File: src/rtl/chip8_timers.sv
// CHIP-8 delay and sound timers driven by a synchronized 60 Hz tick.
// Optional build macro CHIP8_ST_MIN2_EN gates beep on ST >= 2 instead of ST != 0.
module chip8_timers #(
   parameter int unsigned SYNC_STAGES = 2,
   parameter int unsigned WIDTH       = 8
) (
   input  logic             clk_in,
   input  logic             res_n,
   input  logic             tick_in,
   input  logic             hold_in,
   input  logic             wr_dt,
   input  logic             wr_st,
   input  logic [WIDTH-1:0] wr_data,
   output logic [WIDTH-1:0] dt,
   output logic [WIDTH-1:0] st,
   output logic             beep,
   output logic             tick_pulse
);

   logic [SYNC_STAGES-1:0] sync;
   logic                   prev;
   logic                   dec;
   logic [WIDTH-1:0]       dt_d;
   logic [WIDTH-1:0]       st_d;
   logic                   beep_d;

   always_ff @(posedge clk_in or negedge res_n) begin
      if (!res_n) begin
         sync       <= '0;
         prev       <= 1'b0;
         tick_pulse <= 1'b0;
      end else begin
         sync       <= {sync[SYNC_STAGES-2:0], tick_in};
         prev       <= sync[SYNC_STAGES-1];
         tick_pulse <= sync[SYNC_STAGES-1] & ~prev;
      end
   end

   // Loads override a coincident decrement; zero saturates.
   always_comb begin
      dec  = tick_pulse & ~hold_in;
      dt_d = dt;
      st_d = st;
      if (dec && (dt != '0)) dt_d = dt - WIDTH'(1);
      if (dec && (st != '0)) st_d = st - WIDTH'(1);
      if (wr_dt) dt_d = wr_data;
      if (wr_st) st_d = wr_data;
`ifdef CHIP8_ST_MIN2_EN
      beep_d = (st_d >= WIDTH'(2));
`else
      beep_d = (st_d != '0);
`endif
   end

   always_ff @(posedge clk_in or negedge res_n) begin
      if (!res_n) begin
         dt   <= '0;
         st   <= '0;
         beep <= 1'b0;
      end else begin
         dt   <= dt_d;
         st   <= st_d;
         beep <= beep_d;
      end
   end

endmodule

File: config.mk
export PLATFORM = sky130hd
export DESIGN_NAME = chip8_timers
export DESIGN_NICKNAME = d
export VERILOG_FILES = /design/src/rtl/chip8_timers.sv
export SDC_FILE = /design/constraint.sdc
export NUM_CORES = 1
export LEC_CHECK = 0
export ABC_AREA = 1
export BUFFER_PORTS_ARGS = -buffer_cell sky130_fd_sc_hd__buf_4
export CAP_MARGIN = 20
export CORE_MARGIN = 1
export CORE_UTILIZATION = 57
export CTS_CLUSTER_DIAMETER = 80
export DETAILED_ROUTE_END_ITERATION = 8
export PLACE_DENSITY = 0.94
export SYNTH_ARGS = -nofsm -noshare
export SYNTH_HDL_FRONTEND = slang
export SYNTH_SLANG_ARGS = --single-unit
File: constraint.sdc
create_clock -name clk_in -period 5.1 [get_ports clk_in]
set_clock_uncertainty 0.1 [all_clocks]
set_input_delay 0.51 -clock clk_in [delete_from_list [all_inputs] [get_ports clk_in]]
set_output_delay 0.51 -clock clk_in [all_outputs]
set_load 0.05 [all_outputs]
After elaboration in Yosys (flattened, before gate mapping)

Index checks and enable logic that the tools add are counted.

Mux-type cells: 4
Bitwise gates (word level): 4
Add/subtract/negate cells: 2
Reductions and logical operators: 6

Operator list:

| operator            | count |
|---|---|
| $mux 8              | 4 |
| $reduce_bool 8->1   | 3 |
| $sub 8x1->8 const B | 2 |
| $and 1x1->1         | 2 |
| $logic_and 1x1->1   | 2 |
| $not 1->1           | 2 |
| $reduce_bool 2->1   | 1 |

Input bits: 14
Bits in registers: 21

Longest topological paths before layout

Gate-level depths: netlist of the first run.

Depth after elaboration: 6
Mapped depth: 13

Least setup slack after synthesis of the first run

Ideal clock, no wire load.

Path type: reg2reg
Start point: register st[0]
End point: register beep
Cell stages (with the launch flop): 13
Required time: 4.881 ns
Period minus slack after synthesis: 2.017 ns
Slack: 3.083 ns
Arrival: 1.798 ns
Cell sequence: dfrtp_1 -> inv_1 -> ha_1 -> nand2_1 -> nor2_1 -> nand2_4 -> nand2_4 -> nand2_1 -> nand2_1 -> a21oi_2 -> nand2_1 -> nor2_1 -> nand2_1

Cells in the longest elaborated chain, start to end: 5
Elaborated cells on any way between the ends: 6
Classes of those cells: 1 x add/sub; 2 x mux; 3 x reduce/logical

Ends and longest elaborated chain:

| element                                                             | line | RTL |
|---|---|---|
| start: declaration                                                  | 15   | `output logic [WIDTH-1:0] st,` |
| start signal: assignment                                            | 62   | `st <= st_d;` |
| parallel branches: the longest is 2 deep, another holds $sub 8x1->8 | --   |  |
| $mux 8 (*)                                                          | 45   | `if (dec && (st != '0)) st_d = st - WIDTH'(1);` |
| $mux 8 (*)                                                          | 47   | `if (wr_st) st_d = wr_data;` |
| $reduce_bool 8->1 (*)                                               | 51   | `beep_d = (st_d != '0);` |
| named net beep_d                                                    | 25   | `logic beep_d;` |
| end signal: assignment                                              | 63   | `beep <= beep_d;` |
| end: declaration                                                    | 16   | `output logic beep,` |

Mark *: on every way through the listed nets, which the timed path passes.
A chain may end at the register's enable or synchronous reset.

Worst setup path after layout of the first run

Start point: register st[0]
End point: register beep

Cells in the longest elaborated chain, start to end: 5
Elaborated cells on any way between the ends: 6
Classes of those cells: 1 x add/sub; 2 x mux; 3 x reduce/logical

Ends and longest elaborated chain:

| element                                                             | line | RTL |
|---|---|---|
| parallel branches: the longest is 2 deep, another holds $sub 8x1->8 | --   |  |
| $mux 8 (*)                                                          | 45   |  |
| $mux 8 (*)                                                          | 47   |  |
| named net st_d[0]                                                   | 24   | `logic [WIDTH-1:0] st_d;` |
| $reduce_bool 8->1 (*)                                               | 51   |  |
| named net beep_d                                                    | 25   |  |

Marked as above.

==> flow_summary.ini, run 1 <==
[global_routing]
antenna_found_initial = 0
grt_usage = 0.244
grt_overflow = 0
grt_pass1_wl_mm = 4.67
grt_pass1_vias = 1112
grt_max_degree = 22

[critical_path]
critical_path.max_fanout = 8
path_class = reg -> reg
cp_slowest_cell = dfrtp_1
setup.worst_path.start_class = flip-flop
crit_chain = inv_1 -> ha_1 -> nand2_1 -> nor2_1 -> nand2_4 -> nand2_4 -> nand2_2 -> nand3_2 -> nand2_2 -> inv_2 -> nand2_1 -> nor2_1 -> nand2_1
cp.arrival_ps = 1920
cp-end-kind = flip-flop
slowest_delay_ps = 420
cp_common_cell = nand2_1
cp.required_ps = 5220

[sta]
worst_pin_slew_ps = 281
slew_headroom = 0.812
slew_viol_final = 0
post-route-period-util = 0.354
finalHoldWorstSlack_ps = 191
grt_setup_unrepaired = no
setup_viol_count_final = 0
timing.fmax_mhz = 554
setup_tns_ps = 0
fin_crit_ps = 1800
setup_ws_ps = 3300
final-hold-violation-count = 0

[placement]
place_ws_ps = 3320
port_buffers = 31
gp_congestion = 0.822
dp.cells = 241
dpl.hpwl_mm = 2.19

[cts]
cts_tree = yes
ctsHtreeMaxLevel = 1
post_cts_buffers = 0
numCtsBuffers = 3
clockBufferDepth = 2
clk_pin_slew_ps = 120
clk_latency_ps = 310
cts_root_buf = clkbuf_4
post_cts_resized = 0
cts.sinks = 21
ctsHoldBuffers = 1

[synthesis]
synthesis.area_um2 = 1370
yosys.cell_types.count = 27
synth.yosys.seq_area_share = 0.384
synth_fp_nets = 201
synth-edff-count = 0
yosys_register_bits = 21
avgSynthCellArea_um2 = 7.48
synth_flop_cell = dfrtp_1
ys_warn_count = 0
async_reset_ff_frac = 1.00
syn_inst = 183

[floorplanning]
design.die.area_um2 = 2600
rows = 17
die_h_um = 51.0
pin_count = 32
die_w_um = 51.0
start_util = 0.613
core_um2 = 2230

[final_layout]
drive_gt1_frac = 0.271
area_growth_pct = 22.1
fin_cells = 246
final_nets = 237
antenna_cells = 0
nFillCells = 180

[routing]
vias = 1248
vias_per_cell = 5.07
antenna_left = 0
first_pass_iters = 4
post_drt_wl_per_cell_um = 11.5
drt_wl_total_mm = 2.84
dr.first_iter.drc_count = 33
drcViolationCount = 0

[run]
cap_violations = 0

[pwr]
p_seq_frac = 0.444
switchingPower_mw = 0.185
clkPwrFrac = 0.184
ir_drop_mv = 0.240
total_leakage_power_nw = 0.889
p_sw_frac = 0.411
p_comb_frac = 0.372
power.internal_mw = 0.265
cellPowerDensity_nw_per_um2 = 269

[status]
status = finished clean

[worst_hold_path]
min-delay-path-class = in -> reg
-- metrics by stage --
step	power, mW	area (um2)	util
2_1_floorplan	0.318	1370	-
3_3_place_gp	0.366	1630	0.731
3_5_place_dp	0.369	1630	0.731
4_1_cts	0.451	1670	0.748
5_1_grt	0.472	1670	0.748
6_report	0.450	1670	0.748
-- state kept, by name (all words and copies together), names as in the netlist --
name and cells:
dt 8, beep 1, sync 2, st 8, prev 1, tick_pulse 1
-- final timing paths --
check,cells after the start,slack (ps),start,endpoint
min,1,190,tick_in,sync[0]$_DFF_PN0_
max reg2reg,13,3300,st[0]$_DFF_PN0_,beep$_DFF_PN0_
min reg2reg,0,260,sync[0]$_DFF_PN0_,sync[1]$_DFF_PN0_
max in group asynchronous,2,4210,res_n,beep$_DFF_PN0_
max,13,3300,st[0]$_DFF_PN0_,beep$_DFF_PN0_
min in group asynchronous,2,490,res_n,dt[7]$_DFFE_PN0P_
-- layout make-up --
cell class	instances	area, um2	area share
clock inverters	1	7.51	0.00449
well taps	28	35.0	0.0210
multi-input cells	130	722	0.432
repair buffers	32	243	0.145
inverters	31	116	0.0696
flip-flops and latches	21	526	0.314
clock buffers	3	22.5	0.0135
-- routing by layer --
metal | vias to the layer above | global-route usage | wire length (um)
li1 | 649 | - | -
met1 | 559 | 0.283 | 1290
met2 | 33 | 0.454 | 1420
met3 | 7 | 0.0179 | 77
met4 | 0 | 0.106 | 50
met5 | - | 0 | 0
-- Yosys cell counts, types with 3 or more instances --
master / instances / area (um2)
nand2_1: 55 / 206
dfrtp_1: 21 / 526
nand3_1: 17 / 85.1
nand2_4: 3 / 33.8
nor2_1: 13 / 48.8
a21oi_1: 3 / 15.0
inv_1: 24 / 90.1
nor2_2: 4 / 25.0
nand2_2: 5 / 31.3
xor2_1: 4 / 35.0
ha_1: 4 / 50.1
o21ai_1: 3 / 15.0
o211ai_1: 3 / 22.5
nor2_4: 3 / 33.8
inv_2: 5 / 18.8
-- power groups by stage --
stage | sequential (mW) | clock (mW) | combinational, mW
5_1_grt | 0.202 | 0.0891 | 0.181
3_3_place_gp | 0.202 | 0 | 0.164
2_1_floorplan | 0.250 | 0 | 0.0683
3_5_place_dp | 0.203 | 0 | 0.166
4_1_cts | 0.200 | 0.0835 | 0.168
6_report | 0.200 | 0.0831 | 0.167
-- placed cells by master (no fill, tap or decap) --
cell            n
o211ai_1        3
nand3_1        17
nand2_2         5
o21ai_0         2
dlygate4sd3_1   1
nand2_1        55
a21oi_2         1
dfrtp_1        21
clkbuf_4        3
a21oi_1         3
nand3b_1        1
xor2_1          4
nor2_1         13
buf_4          31
a31oi_4         1
nand3_2         1
nand2_4         3
nor2_4          3
clkinvlp_4      1
nor2_2          4
clkinv_1        2
and2_1          1
o221ai_1        2
nor2_8          1
o21ai_1         3
inv_2           5
inv_1          24
o22ai_1         1
nand4_1         2
ha_1            4
-- kinds of logic after synthesis --
family | after synthesis | share of synthesized area
buffers and inverters | 32 | 0.0887
adders and majority gates | 4 | 0.0366
xor gates and xnor gates | 4 | 0.0256
DFF | 21 | 0.384
and+or+nand+nor | 106 | 0.380
AOI/OAI and AO/OA | 16 | 0.0850
-- worst max-delay path: cells and delay by family, from the launching register on --
| kind | cells | cell delay [ps] |
|---|---|---|
| AND/OR/NAND/NOR | 10 | 770 |
| adder cells (fa/ha/maj) | 1 | 190 |
| buffers and inverters | 2 | 210 |
| flip-flops | 1 | 420 |
(Power assumes the default switching activity.)
==> run 2: changes to the inputs <==
==> config.mk (replaced) <==
export PLATFORM = sky130hd
export DESIGN_NAME = chip8_timers
export DESIGN_NICKNAME = d
export VERILOG_FILES = /design/src/rtl/chip8_timers.sv
export SDC_FILE = /design/constraint.sdc
export NUM_CORES = 1
export LEC_CHECK = 0
export ABC_AREA = 0
export BUFFER_PORTS_ARGS = -buffer_cell sky130_fd_sc_hd__buf_4
export CAP_MARGIN = 20
export CORE_MARGIN = 1
export CORE_UTILIZATION = 46
export CTS_CLUSTER_DIAMETER = 80
export DETAILED_ROUTE_END_ITERATION = 8
export PLACE_DENSITY = 0.84
export SYNTH_ARGS = -nofsm -noshare
export SYNTH_HDL_FRONTEND = slang
export SYNTH_SLANG_ARGS = --single-unit
==> constraint.sdc (replaced) <==
create_clock -name clk_in -period 1.5 [get_ports clk_in]
set_clock_uncertainty 0.1 [all_clocks]
set_input_delay 0.15 -clock clk_in [delete_from_list [all_inputs] [get_ports clk_in]]
set_output_delay 0.15 -clock clk_in [all_outputs]
set_load 0.05 [all_outputs]
==> run 2 against run 1 <==
The run now ends with negative setup slack left. Flip-flop and latch count unchanged. Wire length increased by 92%. Critical path type unchanged. Global-route usage increased by 11 points. Clock power increased to 3.3 times the previous value. Worst setup slack got worse by 4000 ps. Worst hold slack got worse by 150 ps. Critical path depth decreased by 4. Utilization increased by 15 points. Clock-buffer cell count unchanged. Via count increased by 13%. Register-to-register slack got worse by 4000 ps. Total power increased to 3.9 times the previous value.
==> flow_summary.ini, run 2 <==
[sta]
setup_tns_ps = -5400
post-route-period-util = 1.44
grt_setup_unrepaired = yes
worst_pin_slew_ps = 401
slew_viol_final = 0
setup_ws_ps = -665
timing.fmax_mhz = 462
slew_headroom = 0.731
final-hold-violation-count = 0
finalHoldWorstSlack_ps = 44.1
fin_crit_ps = 2170
setup_viol_count_final = 17

[critical_path]
cp-end-kind = flip-flop
slowest_delay_ps = 440
cp_common_cell = buf_6
critical_path.max_fanout = 4
cp.required_ps = 1590
cp_slowest_cell = dfrtp_2
crit_chain = inv_2 -> ha_4 -> nor3b_4 -> buf_6 -> buf_6 -> a211o_1 -> a2bb2oi_4 -> a2111oi_2 -> nand3_1
setup.worst_path.start_class = flip-flop
path_class = reg -> reg
cp.arrival_ps = 2250

[cts]
cts.sinks = 21
clk_latency_ps = 300
cts_tree = yes
cts_root_buf = clkbuf_4
clockBufferDepth = 2
clk_pin_slew_ps = 130
numCtsBuffers = 3
ctsHtreeMaxLevel = 1

[global_routing]
grt_max_degree = 22
grt_overflow = 0
grt_pass1_wl_mm = 6.78
grt_usage = 0.352
antenna_found_initial = 0
grt_pass1_vias = 1391

[synthesis]
synthMostInstantiatedCell = dfrtp_1
async_reset_ff_frac = 1.00
syn_inst = 116
synth_common_cells = 21 x dfrtp_1, 9 x nand2_1, 8 x nor2_1, 8 x o21ai_0, 6 x inv_1
synth-edff-count = 0
synth_fp_nets = 134
synthesis.area_um2 = 1190
synth_flop_cell = dfrtp_1
synth_area_leader_cell = dfrtp_1
yosys_register_bits = 21
ys_warn_count = 0
synth.yosys.seq_area_share = 0.440
synth_top_area_share = 0.440
synthTopCellsByArea = dfrtp_1 44%, ha_1 4.2%, xor2_1 3.7%, o21ai_0 3.4%, nand2_1 2.8%
yosys.cell_types.count = 46
avgSynthCellArea_um2 = 10.3

[status]
violations = negative setup slack
status = complete, but fails checks

[routing]
drt_wl_total_mm = 5.43
drcViolationCount = 0
vias = 1409
dr.first_iter.drc_count = 86
post_drt_wl_per_cell_um = 23.6
antenna_left = 0
dr_wl_met2_mm = 2.60
dr_wl_met3_um = 581
top_layer = met4
vias_per_cell = 6.13
wl_met1_mm = 1.93
first_pass_iters = 4

[worst_hold_path]
min-delay-path-class = in -> reg

[floorplanning]
die_w_um = 52.9
core_um2 = 2450
die_h_um = 52.9
pin_count = 32
rows = 18
design.die.area_um2 = 2800
start_util = 0.486

[final_layout]
largestRegisters = dt x8, st x8, sync x2
antenna_cells = 0
final_nets = 219
final_common_cell = buf_4
drive_gt1_frac = 0.645
nFillCells = 111
area_growth_pct = 84.9
mostFrequentLayoutCells = 57 x buf_4, 15 x buf_6, 14 x dfrtp_2

[pwr]
power_mw = 1.77
cellPowerDensity_nw_per_um2 = 801
ir_drop_mv = 0.971
total_leakage_power_nw = 0.936

[run]
cap_violations = 0

[placement]
place_ws_ps = -615
gp_congestion = 0.849
dpl.hpwl_mm = 2.67
port_buffers = 31
[run 2: cell types whose count changed after synthesis, sizes merged, moves of 3 or more]
cell,change
buf,+3
inv,-23
mux2,+3
nand2,-54
nand3,-15
nor2,-13
nor2b,+3
o211ai,-3
o21a,+3
o21ai,+4
or3,+3
or4,+3
[run 2: final cells by class]
| type | instances | area (um2) | share of cell area |
|---|---|---|---|
| Clock buffer | 3 | 22.5 | 0.0102 |
| Inverter | 6 | 22.5 | 0.0102 |
| Clock inverter | 1 | 5.00 | 0.00227 |
| Multi-Input combinational cell | 86 | 860 | 0.389 |
| Sequential cell | 21 | 543 | 0.246 |
| Timing Repair Buffer | 83 | 717 | 0.325 |
| Tap cell | 30 | 37.5 | 0.0170 |
[run 2: report_power, final]
| part | switching [mW] | internal (mW) |
|---|---|---|
| Sequential | 0.0614 | 0.621 |
| Clock | 0.179 | 0.0992 |
| Combinational | 0.461 | 0.346 |
| Total | 0.701 | 1.07 |
[run 2: metal layers]
layer / vias up / global-route usage
met3: 30 / 0.0603
met1: 659 / 0.436
li1: 595 / -
met4: 0 / 0.167
met2: 125 / 0.589
met5: - / 0
[run 2: through the flow]
step	cell area, um2	instances	utilization
after floorplan	1290	116	-
after global placement	1770	205	0.721
after detailed placement	1770	205	0.721
after CTS	2100	225	0.854
after global routing	2210	230	0.899
final	2210	230	0.899
[run 2: what timing repair did]
item                                   CTS  global route
setup buffers                            6             5
endpoints found under the hold margin   34             0
resized for setup                       33            12
pin swaps                               16             8
hold buffers                            10             0
setup endpoints to repair               17            17
[run 2: kinds of logic after synthesis]
logic type / after synthesis / share of synthesized area
AO/OA/AOI/OAI: 29 / 0.190
buffers and inverters: 9 / 0.0356
flip-flops: 21 / 0.440
XOR/XNOR: 7 / 0.0514
multiplexers: 4 / 0.0367
adder cells (fa/ha/maj): 4 / 0.0419
AND/OR/NAND/NOR: 42 / 0.204
[run 2: final timing paths]
check / end / depth (start not counted) / slack, ps / start
worst max register to register: beep$_DFF_PN0_ / 9 / -670 / st[0]$_DFF_PN0_
worst min register to register: sync[1]$_DFF_PN0_ / 0 / 270 / sync[0]$_DFF_PN0_
max in group asynchronous: dt[3]$_DFFE_PN0P_ / 2 / 880 / res_n
min in group asynchronous: dt[2]$_DFFE_PN0P_ / 2 / 160 / res_n
worst min-delay path: dt[2]$_DFFE_PN0P_ / 2 / 40 / wr_dt
worst max-delay path: beep$_DFF_PN0_ / 9 / -670 / st[0]$_DFF_PN0_
[run 2: worst max-delay path, delay by kind of cell, from the launching register on]
| family | cells | cell delay [ps] |
|---|---|---|
| AO/OA/AOI/OAI | 3 | 540 |
| adder cells (fa/ha/maj) | 1 | 170 |
| buffers and inverters | 3 | 400 |
| flip-flops | 1 | 440 |
| AND/OR/NAND/NOR | 2 | 400 |
==> run 3: changes to the inputs <==
--- a/config.mk
+++ b/config.mk
@@ -8,8 +8,10 @@
 export ABC_AREA = 0
 export BUFFER_PORTS_ARGS = -buffer_cell sky130_fd_sc_hd__buf_4
 export CAP_MARGIN = 20
+export CELL_PAD_IN_SITES_DETAIL_PLACEMENT = 1
+export CELL_PAD_IN_SITES_GLOBAL_PLACEMENT = 1
 export CORE_MARGIN = 1
-export CORE_UTILIZATION = 46
+export CORE_UTILIZATION = 35
 export CTS_CLUSTER_DIAMETER = 80
 export DETAILED_ROUTE_END_ITERATION = 8
 export PLACE_DENSITY = 0.84
==> constraint.sdc (replaced) <==
create_clock -name clk_in -period 1.5 [get_ports clk_in]
set_clock_uncertainty 0.1 [all_clocks]
set_input_delay 0.15 -clock clk_in [delete_from_list [all_inputs] [get_ports clk_in]]
set_output_delay 0.15 -clock clk_in [all_outputs]
set_load 0.005 [all_outputs]
==> run 3 against run 2 <==
The run still ends with negative setup slack left. Clock-buffer cell count up 1. Sequential share of layout area down 0.29 points. Largest cell class unchanged. Largest power group is now sequential cells. Wire length up 6.8%. Critical path type unchanged.
==> flow_summary.ini, run 3 (synthesis results as in run 2) <==
[critical_path]
critical_path.max_fanout = 4
setup.worst_path.start_class = flip-flop
cp-end-kind = flip-flop
cp.required_ps = 1620
cp.arrival_ps = 2350
critical-path-top-delay-family = simple AND/OR/NAND/NOR gates
cp_common_cell = mux2_4
slowest_delay_ps = 550
cp_slowest_cell = or4b_4
path_class = reg -> reg
path_buf_inv = 1
crit_chain = buf_4 -> or4b_4 -> nor4_4 -> mux2_4 -> mux2_4

[final_layout]
fin_cells = 247
antenna_cells = 0
mostFrequentLayoutCells = 67 x buf_4, 19 x dfrtp_1, 10 x dlygate4sd3_1
design_area_um2 = 2170
nFillCells = 349
final_common_cell = buf_4
drive_gt1_frac = 0.562
largestRegisters = dt x8, st x8, sync x2
final_nets = 222
area_growth_pct = 82.0
final_util = 0.689

[sta]
setup_viol_count_final = 18
timing.fmax_mhz = 449
setup_tns_ps = -5730
slew_headroom = 0.689
post-route-period-util = 1.48
fin_crit_ps = 2230
setup_ws_ps = -726
grt_setup_unrepaired = yes
worst_pin_slew_ps = 463
final-hold-violation-count = 0
slew_viol_final = 0
finalHoldWorstSlack_ps = 19.2

[routing]
first_pass_iters = 4
antenna_left = 0
vias = 1378
vias_per_cell = 5.58
dr.first_iter.drc_count = 108
drt_wl_total_mm = 5.80
drcViolationCount = 0
post_drt_wl_per_cell_um = 23.5

[floorplanning]
design.die.area_um2 = 3650
core_um2 = 3150
die_w_um = 60.4
die_h_um = 60.4
start_util = 0.379
rows = 20
pin_count = 32

[pwr]
ir_drop_mv = 0.429
total_leakage_power_nw = 0.936
power_mw = 1.62
cellPowerDensity_nw_per_um2 = 746

[status]
violations = negative setup slack
status = complete, but fails checks

[placement]
dp.cells = 221
port_buffers = 31
gp_congestion = 0.891
placed_area_um2 = 1770
dpl.hpwl_mm = 3.08
place_ws_ps = -607

[global_routing]
grt_usage = 0.297
antenna_found_initial = 0
grt_max_degree = 22
grt_pass1_vias = 1495
grt_overflow = 0
grt_pass1_wl_mm = 7.72

[worst_hold_path]
min-delay-path-class = in -> reg

[run]
cap_violations = 0

[cts]
clockBufferDepth = 2
numCtsBuffers = 3
ctsHtreeMaxLevel = 1
cts_tree = yes
cts.sinks = 21
cts_root_buf = clkbuf_4
clk_pin_slew_ps = 120
clk_latency_ps = 320
-- run 3: timing repair --
item,in CTS,in global routing
endpoints found under the hold margin,34,0
pin swaps,12,10
setup endpoints to repair,17,17
hold buffers,10,0
resized for setup,30,13
buffers inserted,7,6
-- run 3: cell type report --
type | count | area, um2 | area share
clock buffer | 4 | 26.3 | 0.0121
inverter | 6 | 22.5 | 0.0104
multi-input combinational | 86 | 827 | 0.381
sequential | 21 | 528 | 0.243
tap | 44 | 55.1 | 0.0253
timing repair buffer | 86 | 713 | 0.328
-- run 3: worst paths after layout --
check | slack (ps) | endpoint | cells past startpoint | startpoint
setup / recovery | -730 | st[5]$_DFF_PN0_ | 5 | st[0]$_DFF_PN0_
hold / removal | 20 | dt[1]$_DFFE_PN0P_ | 2 | wr_dt
setup reg to reg | -730 | st[5]$_DFF_PN0_ | 5 | st[0]$_DFF_PN0_
hold reg to reg | 300 | sync[1]$_DFF_PN0_ | 0 | sync[0]$_DFF_PN0_
max in group asynchronous | 920 | st[2]$_DFF_PN0_ | 2 | res_n
min in group asynchronous | 140 | dt[1]$_DFFE_PN0P_ | 2 | res_n
-- run 3: metal layers --
layer,part of all wire,track usage,vias up
met1,0.42,0.371,706
li1,-,-,598
met2,0.51,0.526,57
met5,0,0,-
met4,0.030,0.126,0
met3,0.043,0.0256,17
-- run 3: worst reg2reg max path, stage by stage, from the launching register on --
cell and delay [ps]:
dfrtp_1 420, buf_4 150, or4b_4 550, nor4_4 290
mux2_4 350, mux2_4 270
-- run 3: report_power, final --
part	switching [mW]	leakage, nW	internal (mW)
clock network	0.195	0.0150	0.104
logic	0.304	0.678	0.346
registers	0.0545	0.243	0.615
total	0.554	0.936	1.07
